==> src/rtl/lsu_byte_pkg.sv <==
// Shared types for the byte-wide load/store unit: funct3 codes, access size, FSM states.
// The FLT state exists only when MISALIGN_TRAP_EN is defined.
package lsu_pkg;

  localparam logic [2:0] F3_B  = 3'b000;
  localparam logic [2:0] F3_H  = 3'b001;
  localparam logic [2:0] F3_W  = 3'b010;
  localparam logic [2:0] F3_BU = 3'b100;
  localparam logic [2:0] F3_HU = 3'b101;

  typedef enum logic [1:0] {
    SZ_B = 2'd0,
    SZ_H = 2'd1,
    SZ_W = 2'd2
  } size_e;

  typedef enum logic [2:0] {
    ST_IDLE = 3'd0,
    ST_PH0  = 3'd1,
    ST_PH1  = 3'd2,
    ST_FIN  = 3'd3
`ifdef MISALIGN_TRAP_EN
    , ST_FLT = 3'd4
`endif
  } state_e;

  // Reserved encodings 011/110/111 fall through to a word access.
  function automatic size_e f3_size(input logic [2:0] f3);
    case (f3)
      F3_B, F3_BU: return SZ_B;
      F3_H, F3_HU: return SZ_H;
      default:     return SZ_W;
    endcase
  endfunction

  function automatic logic f3_unsigned(input logic [2:0] f3);
    return (f3 == F3_BU) || (f3 == F3_HU);
  endfunction

endpackage

==> src/rtl/lsu_byte_if.sv <==
// Request/response handshake between the memory stage (master) and the LSU (slave).
interface lsu_byte_if;
  logic        req_valid;
  logic        req_ready;
  logic        req_we;
  logic [2:0]  req_funct3;
  logic [31:0] req_addr;
  logic [31:0] req_wdata;
  logic        resp_valid;
  logic [31:0] resp_rdata;
  logic        resp_fault;

  modport master (
    output req_valid, req_we, req_funct3, req_addr, req_wdata,
    input  req_ready, resp_valid, resp_rdata, resp_fault
  );

  modport slave (
    input  req_valid, req_we, req_funct3, req_addr, req_wdata,
    output req_ready, resp_valid, resp_rdata, resp_fault
  );
endinterface

==> src/rtl/lsu_byte_load_ext.sv <==
// Combinational load extender: picks 1, 2 or 4 little-endian bytes and sign/zero-extends.
module lsu_load_ext
  import lsu_pkg::*;
(
  input  logic [31:0] i_bytes,
  input  size_e       i_size,
  input  logic        i_unsigned,
  output logic [31:0] o_data
);

  logic w_sign;

  always_comb begin
    w_sign = 1'b0;
    o_data = i_bytes;
    case (i_size)
      SZ_B: begin
        w_sign = i_bytes[7] & ~i_unsigned;
        o_data = {{24{w_sign}}, i_bytes[7:0]};
      end
      SZ_H: begin
        w_sign = i_bytes[15] & ~i_unsigned;
        o_data = {{16{w_sign}}, i_bytes[15:0]};
      end
      default: o_data = i_bytes;
    endcase
  end

endmodule

==> src/rtl/lsu_byte.sv <==
// Byte-wide dual-port RAM initiator: splits one load/store into two bytes per cycle.
// Optional MISALIGN_TRAP_EN faults misaligned H/HU/W accesses instead of performing them.
module lsu_byte
  import lsu_pkg::*;
#(
  parameter logic [31:0] BASE_ADDR = 32'h0000_0000,
  parameter int          ADDR_BITS = 15
) (
  input  logic        clk,
  input  logic        rst_n,
  lsu_byte_if.slave   bus,
  output logic        ram_we1,
  output logic        ram_we2,
  output logic [31:0] ram_rw_num1,
  output logic [31:0] ram_rw_num2,
  output logic [7:0]  ram_w_data1,
  output logic [7:0]  ram_w_data2,
  input  logic [7:0]  ram_r_data1,
  input  logic [7:0]  ram_r_data2
);

  localparam logic [31:0] IDX_MASK =
    (ADDR_BITS >= 32) ? 32'hFFFF_FFFF : ((32'd1 << ADDR_BITS) - 32'd1);

  function automatic logic [31:0] idx(input logic [31:0] a, input logic [1:0] k);
    return (a + {30'b0, k}) & IDX_MASK;
  endfunction

  state_e      r_state;
  logic        r_ready;
  logic        r_resp_valid;
  logic [31:0] r_resp_rdata;

  logic [31:0] r_addr;
  logic [31:0] r_wdata;
  logic        r_we;
  size_e       r_size;
  logic        r_uns;
  logic [7:0]  r_b0;
  logic [7:0]  r_b1;

  logic        w_take;
  logic [31:0] w_bytes;
  logic [31:0] w_ext;

  assign w_take = bus.req_valid && r_ready && (r_state == ST_IDLE);

`ifdef MISALIGN_TRAP_EN
  logic r_resp_fault;
  logic w_misalign;
  size_e w_req_size;

  assign w_req_size = f3_size(bus.req_funct3);
  assign w_misalign = ((w_req_size == SZ_H) && bus.req_addr[0]) ||
                      ((w_req_size == SZ_W) && (bus.req_addr[1:0] != 2'b00));
  assign bus.resp_fault = r_resp_fault;
`else
  assign bus.resp_fault = 1'b0;
`endif

  assign bus.req_ready  = r_ready;
  assign bus.resp_valid = r_resp_valid;
  assign bus.resp_rdata = r_resp_rdata;

  // Control FSM with registered handshake/response outputs
  always_ff @(posedge clk or negedge rst_n) begin
    if (!rst_n) begin
      r_state      <= ST_IDLE;
      r_ready      <= 1'b1;
      r_resp_valid <= 1'b0;
      r_resp_rdata <= 32'h0;
`ifdef MISALIGN_TRAP_EN
      r_resp_fault <= 1'b0;
`endif
    end else begin
      r_resp_valid <= 1'b0;
      case (r_state)
        ST_IDLE: begin
          if (w_take) begin
            r_ready <= 1'b0;
`ifdef MISALIGN_TRAP_EN
            if (w_misalign) r_state <= ST_FLT;
            else            r_state <= ST_PH0;
`else
            r_state <= ST_PH0;
`endif
          end
        end
        ST_PH0: r_state <= (r_size == SZ_W) ? ST_PH1 : ST_FIN;
        ST_PH1: r_state <= ST_FIN;
        ST_FIN: begin
          r_state      <= ST_IDLE;
          r_ready      <= 1'b1;
          r_resp_valid <= 1'b1;
          r_resp_rdata <= r_we ? 32'h0 : w_ext;
`ifdef MISALIGN_TRAP_EN
          r_resp_fault <= 1'b0;
`endif
        end
`ifdef MISALIGN_TRAP_EN
        ST_FLT: begin
          r_state      <= ST_IDLE;
          r_ready      <= 1'b1;
          r_resp_valid <= 1'b1;
          r_resp_rdata <= 32'h0;
          r_resp_fault <= 1'b1;
        end
`endif
        default: begin
          r_state <= ST_IDLE;
          r_ready <= 1'b1;
        end
      endcase
    end
  end

  // Request latch and capture of the PH0 read bytes (they arrive during PH1)
  always_ff @(posedge clk) begin
    if (w_take) begin
      r_addr  <= (bus.req_addr - BASE_ADDR) & IDX_MASK;
      r_wdata <= bus.req_wdata;
      r_we    <= bus.req_we;
      r_size  <= f3_size(bus.req_funct3);
      r_uns   <= f3_unsigned(bus.req_funct3);
    end
    if (r_state == ST_PH1) begin
      r_b0 <= ram_r_data1;
      r_b1 <= ram_r_data2;
    end
  end

  // In FIN the RAM is returning the last phase's bytes on the read ports
  always_comb begin
    if (r_size == SZ_W) w_bytes = {ram_r_data2, ram_r_data1, r_b1, r_b0};
    else                w_bytes = {16'h0, ram_r_data2, ram_r_data1};
  end

  lsu_load_ext u_ext (
    .i_bytes    (w_bytes),
    .i_size     (r_size),
    .i_unsigned (r_uns),
    .o_data     (w_ext)
  );

  always_comb begin
    ram_we1     = 1'b0;
    ram_we2     = 1'b0;
    ram_rw_num1 = 32'h0;
    ram_rw_num2 = 32'h0;
    ram_w_data1 = 8'h0;
    ram_w_data2 = 8'h0;
    case (r_state)
      ST_PH0: begin
        ram_we1     = r_we;
        ram_rw_num1 = idx(r_addr, 2'd0);
        ram_w_data1 = r_wdata[7:0];
        if (r_size != SZ_B) begin
          ram_we2     = r_we;
          ram_rw_num2 = idx(r_addr, 2'd1);
          ram_w_data2 = r_wdata[15:8];
        end
      end
      ST_PH1: begin
        ram_we1     = r_we;
        ram_rw_num1 = idx(r_addr, 2'd2);
        ram_w_data1 = r_wdata[23:16];
        ram_we2     = r_we;
        ram_rw_num2 = idx(r_addr, 2'd3);
        ram_w_data2 = r_wdata[31:24];
      end
      default: ;
    endcase
  end

endmodule

==> src/flat_wrapper.sv <==
// flat-port wrapper written by rule: the top's interface ports become plain ports
module lsu_byte_flat import lsu_pkg::*;
#(
  parameter logic [31:0] BASE_ADDR = 32'h0000_0000,
  parameter int          ADDR_BITS = 15
)
  (clk, rst_n, ram_we1, ram_we2, ram_rw_num1, ram_rw_num2, ram_w_data1, ram_w_data2, ram_r_data1, ram_r_data2, bus_req_valid, bus_req_we, bus_req_funct3, bus_req_addr, bus_req_wdata, bus_req_ready, bus_resp_valid, bus_resp_rdata, bus_resp_fault);
  lsu_byte_if bus_i ();
  input  logic clk;
  input  logic rst_n;
  output logic ram_we1;
  output logic ram_we2;
  output logic [31:0] ram_rw_num1;
  output logic [31:0] ram_rw_num2;
  output logic [7:0] ram_w_data1;
  output logic [7:0] ram_w_data2;
  input  logic [7:0] ram_r_data1;
  input  logic [7:0] ram_r_data2;
  input wire logic [$bits(bus_i.req_valid)-1:0] bus_req_valid;
  input wire logic [$bits(bus_i.req_we)-1:0] bus_req_we;
  input wire logic [$bits(bus_i.req_funct3)-1:0] bus_req_funct3;
  input wire logic [$bits(bus_i.req_addr)-1:0] bus_req_addr;
  input wire logic [$bits(bus_i.req_wdata)-1:0] bus_req_wdata;
  output wire logic [$bits(bus_i.req_ready)-1:0] bus_req_ready;
  output wire logic [$bits(bus_i.resp_valid)-1:0] bus_resp_valid;
  output wire logic [$bits(bus_i.resp_rdata)-1:0] bus_resp_rdata;
  output wire logic [$bits(bus_i.resp_fault)-1:0] bus_resp_fault;
  assign bus_i.req_valid = bus_req_valid;
  assign bus_i.req_we = bus_req_we;
  assign bus_i.req_funct3 = bus_req_funct3;
  assign bus_i.req_addr = bus_req_addr;
  assign bus_i.req_wdata = bus_req_wdata;
  assign bus_req_ready = bus_i.req_ready;
  assign bus_resp_valid = bus_i.resp_valid;
  assign bus_resp_rdata = bus_i.resp_rdata;
  assign bus_resp_fault = bus_i.resp_fault;
  lsu_byte #(.BASE_ADDR(BASE_ADDR), .ADDR_BITS(ADDR_BITS)) u_core (.clk(clk), .rst_n(rst_n), .bus(bus_i), .ram_we1(ram_we1), .ram_we2(ram_we2), .ram_rw_num1(ram_rw_num1), .ram_rw_num2(ram_rw_num2), .ram_w_data1(ram_w_data1), .ram_w_data2(ram_w_data2), .ram_r_data1(ram_r_data1), .ram_r_data2(ram_r_data2));
endmodule
==> config.mk <==
export PLATFORM = sky130hd
export DESIGN_NAME = lsu_byte_flat
export DESIGN_NICKNAME = d
export VERILOG_FILES = /design/src/rtl/lsu_byte_pkg.sv /design/src/rtl/lsu_byte_if.sv /design/src/rtl/lsu_byte_load_ext.sv /design/src/rtl/lsu_byte.sv /design/src/flat_wrapper.sv
export SDC_FILE = /design/constraint.sdc
export NUM_CORES = 1
export LEC_CHECK = 0
export ABC_CLOCK_PERIOD_IN_PS = 2900
export CAP_MARGIN = 20
export CORE_ASPECT_RATIO = 1.1
export CORE_MARGIN = 1
export CORE_UTILIZATION = 45
export CTS_CLUSTER_DIAMETER = 120
export DETAILED_ROUTE_END_ITERATION = 12
export GPL_TIMING_DRIVEN = 0
export PLACE_DENSITY = 0.82
export SLEW_MARGIN = 20
export SYNTH_ARGS = -nofsm -noshare
export SYNTH_HDL_FRONTEND = slang
export SYNTH_SLANG_ARGS = --single-unit
==> constraint.sdc <==
create_clock -name clk -period 2.9 [get_ports clk]
set_input_delay 0.29 -clock clk [delete_from_list [all_inputs] [get_ports clk]]
set_output_delay 0.29 -clock clk [all_outputs]
set_load 0.05 [all_outputs]
# [Word level (Yosys, flattened, before mapping)]
# Cells that the tools add are included.
[word_totals] input_bits=87 reg_bits=104 output_inout_bits=117
[classes] n_bitwise=4 n_reduce_logical=11 add_sub_neg=3 mux=19 eq_ne=9
[op_table] op="$pmux W32 S2" count=2
[op_table] op="$mux W32" count=2
[op_table] op="$pmux W8 S2" count=2
[op_table] op="$add A15 B2 Y15 const B" count=2
[op_table] op="$pmux W15 S2" count=1
[op_table] op="$add A15 B1 Y15 const B" count=1
[op_table] op="$mux W15" count=1
[op_table] op="$pmux W3 S3" count=1
[op_table] op="$mux W8" count=1
[op_table] op="$eq A3 B1 Y1 const B" count=2
[op_table] op="$eq A3 B2 Y1 const B" count=2
[op_table] op="$eq A3 B3 Y1 const B" count=2
[op_table] op="$logic_not A3 Y1" count=2
[op_table] op="$reduce_or A2 Y1" count=3
[op_table] op="$mux W1" count=5
[op_table] op="$pmux W1 S2" count=2
[op_table] op="$pmux W2 S2" count=1
[op_table] op="$mux W3" count=1
[op_table] op="$and A1 B1 Y1" count=2
[op_table] op="$eq A2 B1 Y1 const B" count=1
[op_table] op="$eq A2 B2 Y1 const B" count=1
[op_table] op="$logic_and A1 B1 Y1" count=2
[op_table] op="$logic_not A2 Y1" count=1
[op_table] op="$ne A2 B1 Y1 const B" count=1
[op_table] op="4 further kinds" count=5

# [Depth between registers and ports, before layout]
# Gate-level depths: netlist of run 1.
[depth] depth_word=5 mapped_depth=8 ltp_nobuf=6

# [Modules after synthesis]
# A second synthesis of run 1 with hierarchy kept.
[hier_totals] cells_unflattened=588 hier_area_um2=5809.3
[modules_own_cells] mod="lsu_byte" cells_each=521 seq_area_each_um2=2914.0 area_each_um2=5454.0 n_inst=1
[modules_own_cells] mod="lsu_load_ext" cells_each=67 seq_area_each_um2=0.0 area_each_um2=355.3 n_inst=1

# [Worst setup path after synthesis of run 1]
# Ideal clock, no wire load.
[synth_path] path_type="reg-to-output" start="register u_core.r_state[0]" end="output ram_rw_num1[12]" stages_incl_launch_ff=5 setup_slack_ps=-519 path_buffers=0 arrival_time_ps=3129 cell_sequence="dfrtp_1 inv_1 ha_1 nand2_1 o41ai_1"
[synth_between] elab_chain_cells=2 elab_cells_between_ends=3 cone_classes="eq/ne (2); mux (1)"
[synth_rtl] element="from (decl)" line="lsu_byte.sv:29" rtl="state_e r_state;"
[synth_rtl] element="from (signal assigned)" line="lsu_byte.sv:89" rtl="ST_PH0: r_state <= (r_size == SZ_W) ? ST_PH1 : ST_FIN;"
[synth_rtl] element="$eq A3 B2 Y1 / $eq A3 B1 Y1 (equally long branches)" line="lsu_byte.sv:152" rtl="case (r_state)"
[synth_rtl] element="$pmux W15 S2 (*)" line="lsu_byte.sv:152"
[synth_rtl] element="to (decl)" line="flat_wrapper.sv:13" rtl="output logic [31:0] ram_rw_num1;"
# Mark *: on every way between the ends. The rest lies on a longest branch, timed or not.

# [Worst setup path in the final report of run 1]
[layout_path] start="register u_core.r_addr[1]" end="output ram_rw_num2[13]"
[layout_between] elab_chain_cells=3 elab_cells_between_ends=4 cone_classes="add/sub (2); mux (2)"
[layout_rtl] element="from (decl)" line="lsu_byte.sv:34" rtl="logic [31:0] r_addr;"
[layout_rtl] element="from (signal assigned)" line="lsu_byte.sv:120" rtl="r_addr <= (bus.req_addr - BASE_ADDR) & IDX_MASK;"
[layout_rtl] element="$add A15 B1 Y15" line="lsu_byte.sv:26" rtl="return (a + {30'b0, k}) & IDX_MASK;"
[layout_rtl] element="$mux W15" line="lsu_byte.sv:157" rtl="if (r_size != SZ_B) begin"
[layout_rtl] element="$pmux W32 S2 (*)" line="lsu_byte.sv:152"
[layout_rtl] element="to (decl)" line="flat_wrapper.sv:14" rtl="output logic [31:0] ram_rw_num2;"
# Marks and branches as above.

==> results_dict.tcl, run 1 <==
set metrics [dict create \
    ys_dominant_reg_cell "sky130_fd_sc_hd__edfxtp_1" \
    r2r_start "u_core.r_state[1]$_DFFE_PN0P_" \
    insertion_delay_to_the_later_sink_of_the_worst_skew_pair_ps 350 \
    peakVddDrop_uv 668 \
    syn-instance-count 500 \
    critical_path.max_stage_delay_ps 510 \
    drc 0 \
    leakagePower_nw 3.04 \
    number_of_antenna_violations_at_the_first_check_in_global_routing 0 \
    dieArea_um2 12300 \
    globalRoute.totalOverflow 0 \
    setup-violations-final 0 \
    worstSetupStartpointType "flip-flop" \
    clock_skew_after_layout_ps 6.86 \
    clkSinkCount 103 \
    timing.critical_path.cells "clkbuf_8, inv_4, ha_4, a21oi_4, or4_1, and3_1, o31a_1, buf_4" \
    floorplan.rows 41 \
    crit_path_max_fanout 9 \
    dr.pass1.iters 5 \
    hold_viol 0 \
    post_synth_num_cell_types 51 \
    yosys_register_bits 103 \
    antenna_violating_nets_post_route 0 \
    place_worst_setup_slack_ps -849 \
    drive_above_1_share_pct 19.6 \
    synth_sequential_area_ratio_pct 54.6 \
    final_nets 800 \
    root_buffer "sky130_fd_sc_hd__clkbuf_16" \
    worst_ep_required_time_ps 2610 \
    synthArstFlopShare_pct 35.0 \
    design_power_total_mw 8.28 \
    h-tree-depth 3 \
    post-route-period-util_pct 96.6 \
    gp_congestion 0.893 \
    hpwlAfterDp_um 11000 \
    vias 4706 \
    die_w_um 106 \
    route.detailed.wl_per_inst_um 17.6 \
    place_area_um2 7230 \
    grt_max_degree 33 \
    outcome "finished clean" \
    pwr_density_cell_nw_per_um2 1100 \
    grt_pass1_vias 4569 \
    maxClockFrequency_mhz 357 \
    design.portCount 204 \
    synth_edf_count 67 \
    actual_slew_at_the_worst_max_slew_pin_ps 596 \
    critical-path-slowest-cell "sky130_fd_sc_hd__or4_1" \
    die_height_um 116 \
    avgViaCountPerCell 5.47 \
    drv.max_cap_violation_count 0 \
    fin_setup_tns_ps 0 \
    final_critical_path_setup_slack_ps 99.3 \
    timing.critical_path.from "u_core.r_addr[1]$_DFFE_PP_" \
    placeableCoreArea_um2 11500 \
    timing.slew.headroom_pct 59.8 \
    flow.area_growth_from_synthesis_pct 41.5 \
    critical_path_start_end_classification "reg2out" \
    grt_pass1_wl_um 23200 \
    synth_area_per_cell_um2 10.7 \
    post_synth_instance_area_um2 5340 \
    grt.total_usage_pct 24.5 \
    post-route-min-period_ps 2800 \
    num_antenna_cells 0 \
    tritoncts "yes" \
    detail_route.iter0.violations 309 \
    yosysWarnings 0 \
    initial_utilization_pct 46.5 \
    finish.utilization_pct 65.7 \
    finalInstanceArea_um2 7550 \
    detail_route.wirelength_um 15100 \
    port_buffer_count 151 \
    sort_of_element_at_the_end_of_the_critical_path "output port" \
    cts_inserted_buffers 9 \
    worstHoldPathType "in2async" \
    finalMaxSlewViolations 0 \
    cp_data_arrival_time_ps 2510 \
    clk_path_buf_depth 2 \
    cts.clk_slew.worst_paths_ps 70 \
]
==> worst max-delay path, delay by kind of cell (launching register included) <==
family | cells | cell delay (ps)
and+or+nand+nor | 2 | 720
AOI/OAI and AO/OA | 2 | 390
adders and majority gates | 1 | 150
DFF | 1 | 430
buffers and inverters | 3 | 480
==> state kept, by name, summed over array words and instances (netlist names) <==
name	cells
u_core.r_state	2
u_core.r_b0	8
u_core.r_size	2
u_core.bus.req_ready	1
u_core.r_uns	1
u_core.r_b1	8
u_core.bus.resp_valid	1
u_core.r_we	1
u_core.bus.resp_rdata	32
u_core.r_wdata	32
u_core.r_addr	15
==> cell usage after synthesis, types with 11 or more instances <==
cell type,count,area (um^2)
sky130_fd_sc_hd__inv_1,26,97.6
sky130_fd_sc_hd__nor3_1,15,75.1
sky130_fd_sc_hd__buf_4,38,285
sky130_fd_sc_hd__o21ai_0,39,195
sky130_fd_sc_hd__nand2_1,19,71.3
sky130_fd_sc_hd__edfxtp_1,67,2010
sky130_fd_sc_hd__a22o_1,25,219
sky130_fd_sc_hd__nor2_1,35,131
sky130_fd_sc_hd__a21oi_1,28,140
sky130_fd_sc_hd__a22oi_1,21,158
sky130_fd_sc_hd__dfrtp_1,35,876
sky130_fd_sc_hd__o2bb2ai_1,11,96.3
sky130_fd_sc_hd__clkbuf_1,28,105
==> per-layer routing <==
metal | global-route usage [%] | vias to the layer above | wire [um]
met1 | 30.0 | 2185 | 6010
met2 | 41.8 | 290 | 7300
li1 | - | 2194 | -
met5 | 0 | - | 0
met3 | 6.03 | 37 | 1460
met4 | 10.0 | 0 | 342
==> worst paths after layout <==
path                                                               to  slack, ps  cells after the start
worst max-delay path                                  ram_rw_num2[13]        100                      8
worst min-delay path             u_core.bus.resp_rdata[3]$_DFFE_PN0P_        320                      2
min in group clk                 u_core.bus.resp_rdata[4]$_DFFE_PN0P_        480                      1
max in group asynchronous            u_core.bus.req_ready$_DFFE_PN1P_       2120                      3
worst max register to register  u_core.bus.resp_rdata[24]$_DFFE_PN0P_        760                      7
worst min register to register   u_core.bus.resp_rdata[4]$_DFFE_PN0P_        480                      1
==> cells by family (layout without fill, tap and decap cells) <==
logic type	count (synthesis)	after routing	synth area share, %
xor gates and xnor gates	11	11	1.80
muxes	2	2	0.375
AOI/OAI and AO/OA	171	171	22.0
adders and majority gates	8	8	1.87
other	1	35	0.0702
buffers and inverters	101	277	9.87
and+or+nand+nor	103	103	9.47
DFF	103	103	54.6
==> layout by cell type, fill, tap and decap left out, drive strengths merged, types with 8 or more instances in the layout <==
master | netlist | layout
nand2 | 19 | 19
a22o | 25 | 25
nor2 | 35 | 35
a21oi | 29 | 29
clkbuf | 29 | 57
o21ai | 39 | 39
clkdlybuf4s50 | 0 | 103
edfxtp | 67 | 67
conb | 1 | 35
o2bb2ai | 11 | 11
ha | 8 | 8
inv | 26 | 27
a21o | 9 | 9
dfrtp | 35 | 35
a22oi | 21 | 21
buf | 46 | 66
clkdlybuf4s15 | 0 | 15
nor3 | 15 | 15
xnor2 | 9 | 9
==> power breakdown <==
group / switching, mW / internal, mW
registers: 0.209 / 2.01
clock network: 0.557 / 0.606
logic: 3.43 / 1.47
total: 4.19 / 4.09
==> area by class of cell <==
type / instances / area, um^2
Tap cell: 150 / 188
Clock buffer: 10 / 233
Clock inverter: 6 / 55.1
Buffer: 74 / 457
Multi-Input combinational cell: 330 / 2110
Timing Repair Buffer: 161 / 1500
Inverter: 26 / 100
Fill cell: 918 / 3940
Sequential cell: 103 / 2910
==> stage by stage <==
step	std cells	hold slack [ps]
after floorplan	534	-5.59
after global placement	835	472
after detailed placement	837	141
after CTS	855	314
after global routing	860	318
final	860	319
==> what timing repair did <==
item	in CTS	in global routing
buffers inserted	1	6
setup endpoints to repair	47	43
pin swaps	0	1
gates resized for setup	149	55
endpoints found under the hold margin	6	0
hold buffers	1	0
No activity file was read; power rests on OpenSTA's default activity.
==> run 2: changes to the inputs <==
--- a/config.mk
+++ b/config.mk
@@ -18,3 +18,4 @@
 export SYNTH_ARGS = -nofsm -noshare
 export SYNTH_HDL_FRONTEND = slang
 export SYNTH_SLANG_ARGS = --single-unit
+export TNS_END_PERCENT = 10
==> run 2 against run 1 <==
  * The run now ends with negative setup slack left
  * Flip-flop and latch count did not move
  * Worst hold slack worse by 12 ps
  * Sequential power barely moved
  * Non-clock buffer count decreased by 5
  * Critical path depth unchanged
  * Combinational power is 2% lower
  * Die area stayed put
  * Clock power rose by 11%
  * Register-to-register slack about the same
  * First-iteration DRC count shrank 15%
  * Critical endpoint unchanged
  * Core utilization fell by 0.91 points
  * Cell count decreased by 0.58%
==> results_dict.tcl, run 2 (same netlist as run 1, synthesis figures left out) <==
set metrics [dict create \
    clk_path_buf_depth 2 \
    clock_skew_after_layout_ps 9.39 \
    r2r_cells 7 \
    place_worst_setup_slack_ps -1030 \
    route.detailed.wl_per_inst_um 17.7 \
    root_buffer "sky130_fd_sc_hd__clkbuf_16" \
    grt_max_degree 32 \
    pwr_density_cell_nw_per_um2 1110 \
    port_buffer_count 151 \
    insertion_delay_to_the_later_sink_of_the_worst_skew_pair_ps 340 \
    post-route-period-util_pct 102 \
    fill_cells 916 \
    final_critical_path_setup_slack_ps -65.8 \
    crit_path_max_fanout 9 \
    grt_pass1_vias 4708 \
    worst_ep_required_time_ps 2610 \
    finalMaxSlewViolations 0 \
    leakagePower_nw 3.04 \
    layout.cells.most_common "sky130_fd_sc_hd__clkdlybuf4s50_1" \
    dieArea_um2 12300 \
    commonest_cells_after_routing_fill_and_taps_aside "sky130_fd_sc_hd__clkdlybuf4s50_1 (103), sky130_fd_sc_hd__edfxtp_1 (67), sky130_fd_sc_hd__buf_4 (43), sky130_fd_sc_hd__o21ai_0 (39)" \
    r2r-end "u_core.bus.resp_rdata[22]$_DFFE_PN0P_" \
    sort_of_element_at_the_end_of_the_critical_path "output port" \
    clkSinkCount 103 \
    cts_inserted_buffers 9 \
    tritoncts "yes" \
    dr.pass1.iters 6 \
    cp_data_arrival_time_ps 2680 \
    drv.max_cap_violation_count 0 \
    maxClockFrequency_mhz 337 \
    drc 0 \
    multi_input_gate_area_in_the_final_layout_um2 2060 \
    drive_above_1_share_pct 17.9 \
    worst_hold_slack_ps 307 \
    rsz0062_at_grt "true" \
    gp_congestion 0.931 \
    hold_viol 0 \
    avgViaCountPerCell 5.53 \
    globalRoute.totalOverflow 0 \
    r2r_start "u_core.r_state[1]$_DFFE_PN0P_" \
    ff2ff_setup_slack_ps 760 \
    sequential_cell_area_um2 2910 \
    critical-path-slowest-cell "sky130_fd_sc_hd__or4_1" \
    failed_checks "negative setup slack" \
    vias 4728 \
    num_antenna_cells 0 \
    finish.utilization_pct 64.8 \
    placeableCoreArea_um2 11500 \
    antenna_violating_nets_post_route 0 \
    initial_utilization_pct 46.5 \
    hpwlAfterDp_um 11200 \
    detail_route.wirelength_um 15100 \
    critical_path.max_stage_delay_ps 520 \
    design.portCount 204 \
    place_area_um2 7200 \
    actual_slew_at_the_worst_max_slew_pin_ps 564 \
    die_height_um 116 \
    count_of_buffering_cells_on_the_critical_path_with_inverters_included 3 \
    peakVddDrop_uv 654 \
    worstHoldPathType "in2async" \
    worstSetupStartpointType "flip-flop" \
    kind_of_cell_adding_the_most_delay_to_the_critical_path "simple AND/OR/NAND/NOR gates" \
    final_nets 795 \
    die_w_um 106 \
    detail_route.iter0.violations 262 \
    post-route-min-period_ps 2970 \
    timing.slew.headroom_pct 62.0 \
    critical_path_start_end_classification "reg2out" \
    design_power_total_mw 8.30 \
    grt_pass1_wl_um 23400 \
    cts.clk_slew.worst_paths_ps 70 \
    finalInstanceArea_um2 7450 \
    setup-violations-final 2 \
    h-tree-depth 3 \
    grt.total_usage_pct 24.6 \
    floorplan.rows 41 \
    timing.critical_path.cells "clkbuf_4, inv_2, ha_1, a21oi_2, or4_1, and3_1, o31a_1, buf_2" \
    outcome "complete, but fails checks" \
    number_of_antenna_violations_at_the_first_check_in_global_routing 0 \
    flow.area_growth_from_synthesis_pct 39.5 \
]
[run 2: metrics by stage]
step	TNS (ps)	instances
global placement	-27080	835
global route	-543	855
finish	-90.6	855
floorplan	-2010	534
CTS	-466	855
detailed placement	-32050	837
[run 2: worst max path at each step]
| stage | end | startpoint | depth (start not counted) | slack, ps |
|---|---|---|---|---|
| after floorplan | ram_rw_num1[12] | u_core.r_state[0]$_DFFE_PN0P_ | 4 | -520 |
| after global placement | ram_rw_num2[6] | u_core.r_state[0]$_DFFE_PN0P_ | 7 | -880 |
| after detailed placement | ram_rw_num2[6] | u_core.r_state[0]$_DFFE_PN0P_ | 7 | -1030 |
| after CTS | ram_rw_num2[13] | u_core.r_addr[1]$_DFFE_PP_ | 8 | -260 |
| after global routing | ram_rw_num2[13] | u_core.r_addr[1]$_DFFE_PP_ | 7 | -180 |
| final | ram_rw_num2[13] | u_core.r_addr[1]$_DFFE_PP_ | 8 | -70 |
[run 2: worst reg2reg max path: stages (launching register included)]
cell and delay (ps):
sky130_fd_sc_hd__dfrtp_1 440, sky130_fd_sc_hd__ha_1 220, sky130_fd_sc_hd__nand2b_1 60, sky130_fd_sc_hd__clkbuf_1 200, sky130_fd_sc_hd__o21ba_2 280, sky130_fd_sc_hd__clkbuf_1 260
sky130_fd_sc_hd__clkbuf_1 420, sky130_fd_sc_hd__a22o_1 210
[run 2: cell type report]
class	count	area share, %
plain buffers	75	6.05
repair buffers	155	19.1
flip-flops and latches	103	39.1
well taps	150	2.52
multi-input cells	330	27.7
clock inverters	5	0.840
inverters	26	1.31
clock buffers	11	3.41
[run 2: per-layer routing]
metal	vias to the layer above	track usage (%)	wire [um]
met5	-	0	0
met4	0	8.61	235
met3	30	4.69	1250
met2	270	44.2	7720
met1	2258	29.6	5940
li1	2170	-	-
[run 2: timing repair]
item | 4_1_cts | 5_1_grt
endpoints found under the setup margin | 47 | 44
hold buffers | 1 | 0
gates resized for setup | 126 | 72
setup buffers | 1 | 0
hold endpoints to repair | 5 | 0
[run 2: power breakdown]
group	leakage, nW	switching [mW]	internal (mW)
Sequential	1.09	0.219	2.01
Clock	0.158	0.559	0.732
Combinational	1.80	3.39	1.39
Total	3.04	4.17	4.13
==> run 3: changes to the inputs <==
--- a/config.mk
+++ b/config.mk
@@ -9,11 +9,12 @@
 export CAP_MARGIN = 20
 export CORE_ASPECT_RATIO = 1.1
 export CORE_MARGIN = 1
-export CORE_UTILIZATION = 45
+export CORE_UTILIZATION = 30
 export CTS_CLUSTER_DIAMETER = 120
 export DETAILED_ROUTE_END_ITERATION = 12
 export GPL_TIMING_DRIVEN = 0
-export PLACE_DENSITY = 0.82
+export PLACE_DENSITY = 0.58
+export SKIP_LAST_GASP = 1
 export SLEW_MARGIN = 20
 export SYNTH_ARGS = -nofsm -noshare
 export SYNTH_HDL_FRONTEND = slang
==> run 3 against run 2 <==
  * The flow still finishes with violations (negative setup slack)
  * Global-route usage fell by 5.7 points
  * Worst hold slack got worse by 3.7 ps
  * Power rose by 0.22%
  * Non-clock buffer count fell by 1
  * Wire length rose by 11%
  * Critical path type unchanged
  * Largest power group unchanged
==> results_dict.tcl, run 3 (same netlist as run 1, synthesis figures left out) <==
set metrics [dict create \
    clkSinkCount 103 \
    number_of_antenna_violations_at_the_first_check_in_global_routing 0 \
    avgViaCountPerCell 4.82 \
    leakagePower_nw 3.11 \
    finalMaxSlewViolations 0 \
    r2r-end "u_core.bus.resp_rdata[26]$_DFFE_PN0P_" \
    design.portCount 204 \
    actual_slew_at_the_worst_max_slew_pin_ps 724 \
    floorplan.rows 50 \
    failed_checks "negative setup slack" \
    hold_viol 0 \
    route.detailed.wl_per_inst_um 18.0 \
    detail_route.wirelength_um 16900 \
    antenna_violating_nets_post_route 0 \
    timing.slew.headroom_pct 51.8 \
    p_clk_share_pct 15.4 \
    critical-path-slowest-cell "sky130_fd_sc_hd__dfrtp_1" \
    pwr_density_cell_nw_per_um2 1100 \
    cp_data_arrival_time_ps 2780 \
    peakVddDrop_uv 637 \
    grt_pass1_vias 4490 \
    clk_path_buf_depth 2 \
    final_nets 794 \
    worstHoldPathType "in2async" \
    grt_max_degree 52 \
    maxClockFrequency_mhz 326 \
    dr.pass1.iters 5 \
    worst_ep_required_time_ps 2610 \
    timing.critical_path.cells "inv_1, ha_2, and2_2, o21ai_0, o22a_1, a21oi_1, clkdlybuf4s18_2" \
    layout.cells.most_common "sky130_fd_sc_hd__clkdlybuf4s50_1" \
    cts.clk_slew.worst_paths_ps 70 \
    grt_pass1_wl_um 25700 \
    placeableCoreArea_um2 17200 \
    drv.max_cap_violation_count 0 \
    post-route-min-period_ps 3070 \
    clock_skew_after_layout_ps 4.72 \
    power.sequential.fraction_pct 26.7 \
    grt.total_usage_pct 18.9 \
    design_power_total_mw 8.32 \
    intPower_mw 4.09 \
    tritoncts "yes" \
    globalRoute.totalOverflow 0 \
    crit_path_max_fanout 8 \
    outcome "complete, but fails checks" \
    final_critical_path_setup_slack_ps -167 \
    initial_utilization_pct 31.0 \
    setup-violations-final 13 \
    detail_route.iter0.violations 314 \
    gp_congestion 0.890 \
    sort_of_element_at_the_end_of_the_critical_path "output port" \
    flow.area_growth_from_synthesis_pct 42.2 \
    place_worst_setup_slack_ps -1100 \
    combinationalPowerShare_pct 57.9 \
    root_buffer "sky130_fd_sc_hd__clkbuf_16" \
    dieArea_um2 18300 \
    die_height_um 142 \
    post-route-period-util_pct 106 \
    insertion_delay_to_the_later_sink_of_the_worst_skew_pair_ps 350 \
    r2r_cells 7 \
    ff2ff_setup_slack_ps 690 \
    drive_above_1_share_pct 14.2 \
    hpwlAfterDp_um 12400 \
    drc 0 \
    commonest_cells_after_routing_fill_and_taps_aside "sky130_fd_sc_hd__clkdlybuf4s50_1 (103), sky130_fd_sc_hd__edfxtp_1 (67), sky130_fd_sc_hd__o21ai_0 (39), sky130_fd_sc_hd__buf_4 (38)" \
    cts_inserted_buffers 9 \
    port_buffer_count 151 \
    vias 4518 \
    num_antenna_cells 0 \
    critical_path.max_stage_delay_ps 430 \
    p_sw_share_pct 50.8 \
    r2r_start "u_core.r_state[1]$_DFFE_PN0P_" \
    rsz0062_at_grt "true" \
    h-tree-depth 3 \
    p_sw_mw 4.23 \
    critical_path_start_end_classification "reg2out" \
    worst_setup_path_endpoint "ram_rw_num2[11]" \
    worstSetupStartpointType "flip-flop" \
    timing.critical_path.from "u_core.r_state[1]$_DFFE_PN0P_" \
    die_w_um 129 \
]
==> run 3: changes by cell type in the layout (fill, tap and decap cells not counted), sizes merged <==
cell           before  now
dlygate4sd2         2   29
clkbuf             63   44
buf                60   52
clkdlybuf4s15      10    5
clkdlybuf4s18       0    2
clkinv              1    2
clkinvlp            0    1
dlygate4sd1         1    0
dlymetal6s2s        1    2
==> run 3: critical path: cells and delay by family, from the launching register on <==
kind	cells	cell delay, ps
fa+ha+maj	1	430
compound gates	3	790
flops	1	430
buf+inv	2	510
simple gates	1	260
==> run 3: what timing repair did <==
item | in CTS | in global routing
gates resized for setup | 94 | 17
hold buffers | 1 | 0
endpoints found under the setup margin | 47 | 46
buffers inserted | 1 | 0
pin swaps | 0 | 0
endpoints found under the hold margin | 5 | 0
==> run 3: final cells by class <==
class	count	area, um^2
repair buffers	154	1480
flip-flops and latches	103	2910
inverters	26	97.6
plain buffers	75	444
clock buffers	9	225
clock inverters	7	88.8
fillers	1628	9610
well taps	234	293
multi-input cells	330	2050
==> run 3: power groups by stage <==
stage	clock network [mW]	logic (mW)	registers, mW
after floorplan	0	2.69	2.78
after global placement	0	4.96	2.25
after detailed placement	0	4.97	2.25
after CTS	1.32	4.89	2.22
after global routing	1.37	5.11	2.26
final	1.28	4.82	2.22
==> run 3: layer usage <==
layer  routed length [um]  GRT usage [%]
met5                    0              0
met4                  250           5.39
met3                 1370           4.86
met2                 7890           30.3
met1                 7380           24.9
==> run 3: how the worst min path moves through the flow <==
stage / start / to / slack, ps
final: rst_n / u_core.bus.resp_rdata[4]$_DFFE_PN0P_ / 300
after global routing: rst_n / u_core.bus.resp_rdata[3]$_DFFE_PN0P_ / 310
after CTS: rst_n / u_core.bus.resp_rdata[4]$_DFFE_PN0P_ / 300
after detailed placement: rst_n / u_core.bus.resp_rdata[4]$_DFFE_PN0P_ / 140
after global placement: u_core.bus.resp_rdata[4]$_DFFE_PN0P_ / u_core.bus.resp_rdata[4]$_DFFE_PN0P_ / 480
after floorplan: rst_n / u_core.bus.resp_rdata[0]$_DFFE_PN0P_ / -6
==> run 3: metrics by stage <==
| step | setup TNS (ps) | util, % | hold WS [ps] | cell area (um^2) | std cells |
|---|---|---|---|---|---|
| floorplan | -2010 | - | -5.59 | 5470 | 534 |
| global placement | -43740 | 42.3 | 481 | 7270 | 919 |
| detailed placement | -36340 | 42.4 | 137 | 7290 | 920 |
| CTS | -4250 | 44.3 | 301 | 7620 | 938 |
| global route | -6530 | 44.1 | 310 | 7590 | 938 |
| finish | -879 | 44.1 | 303 | 7590 | 938 |
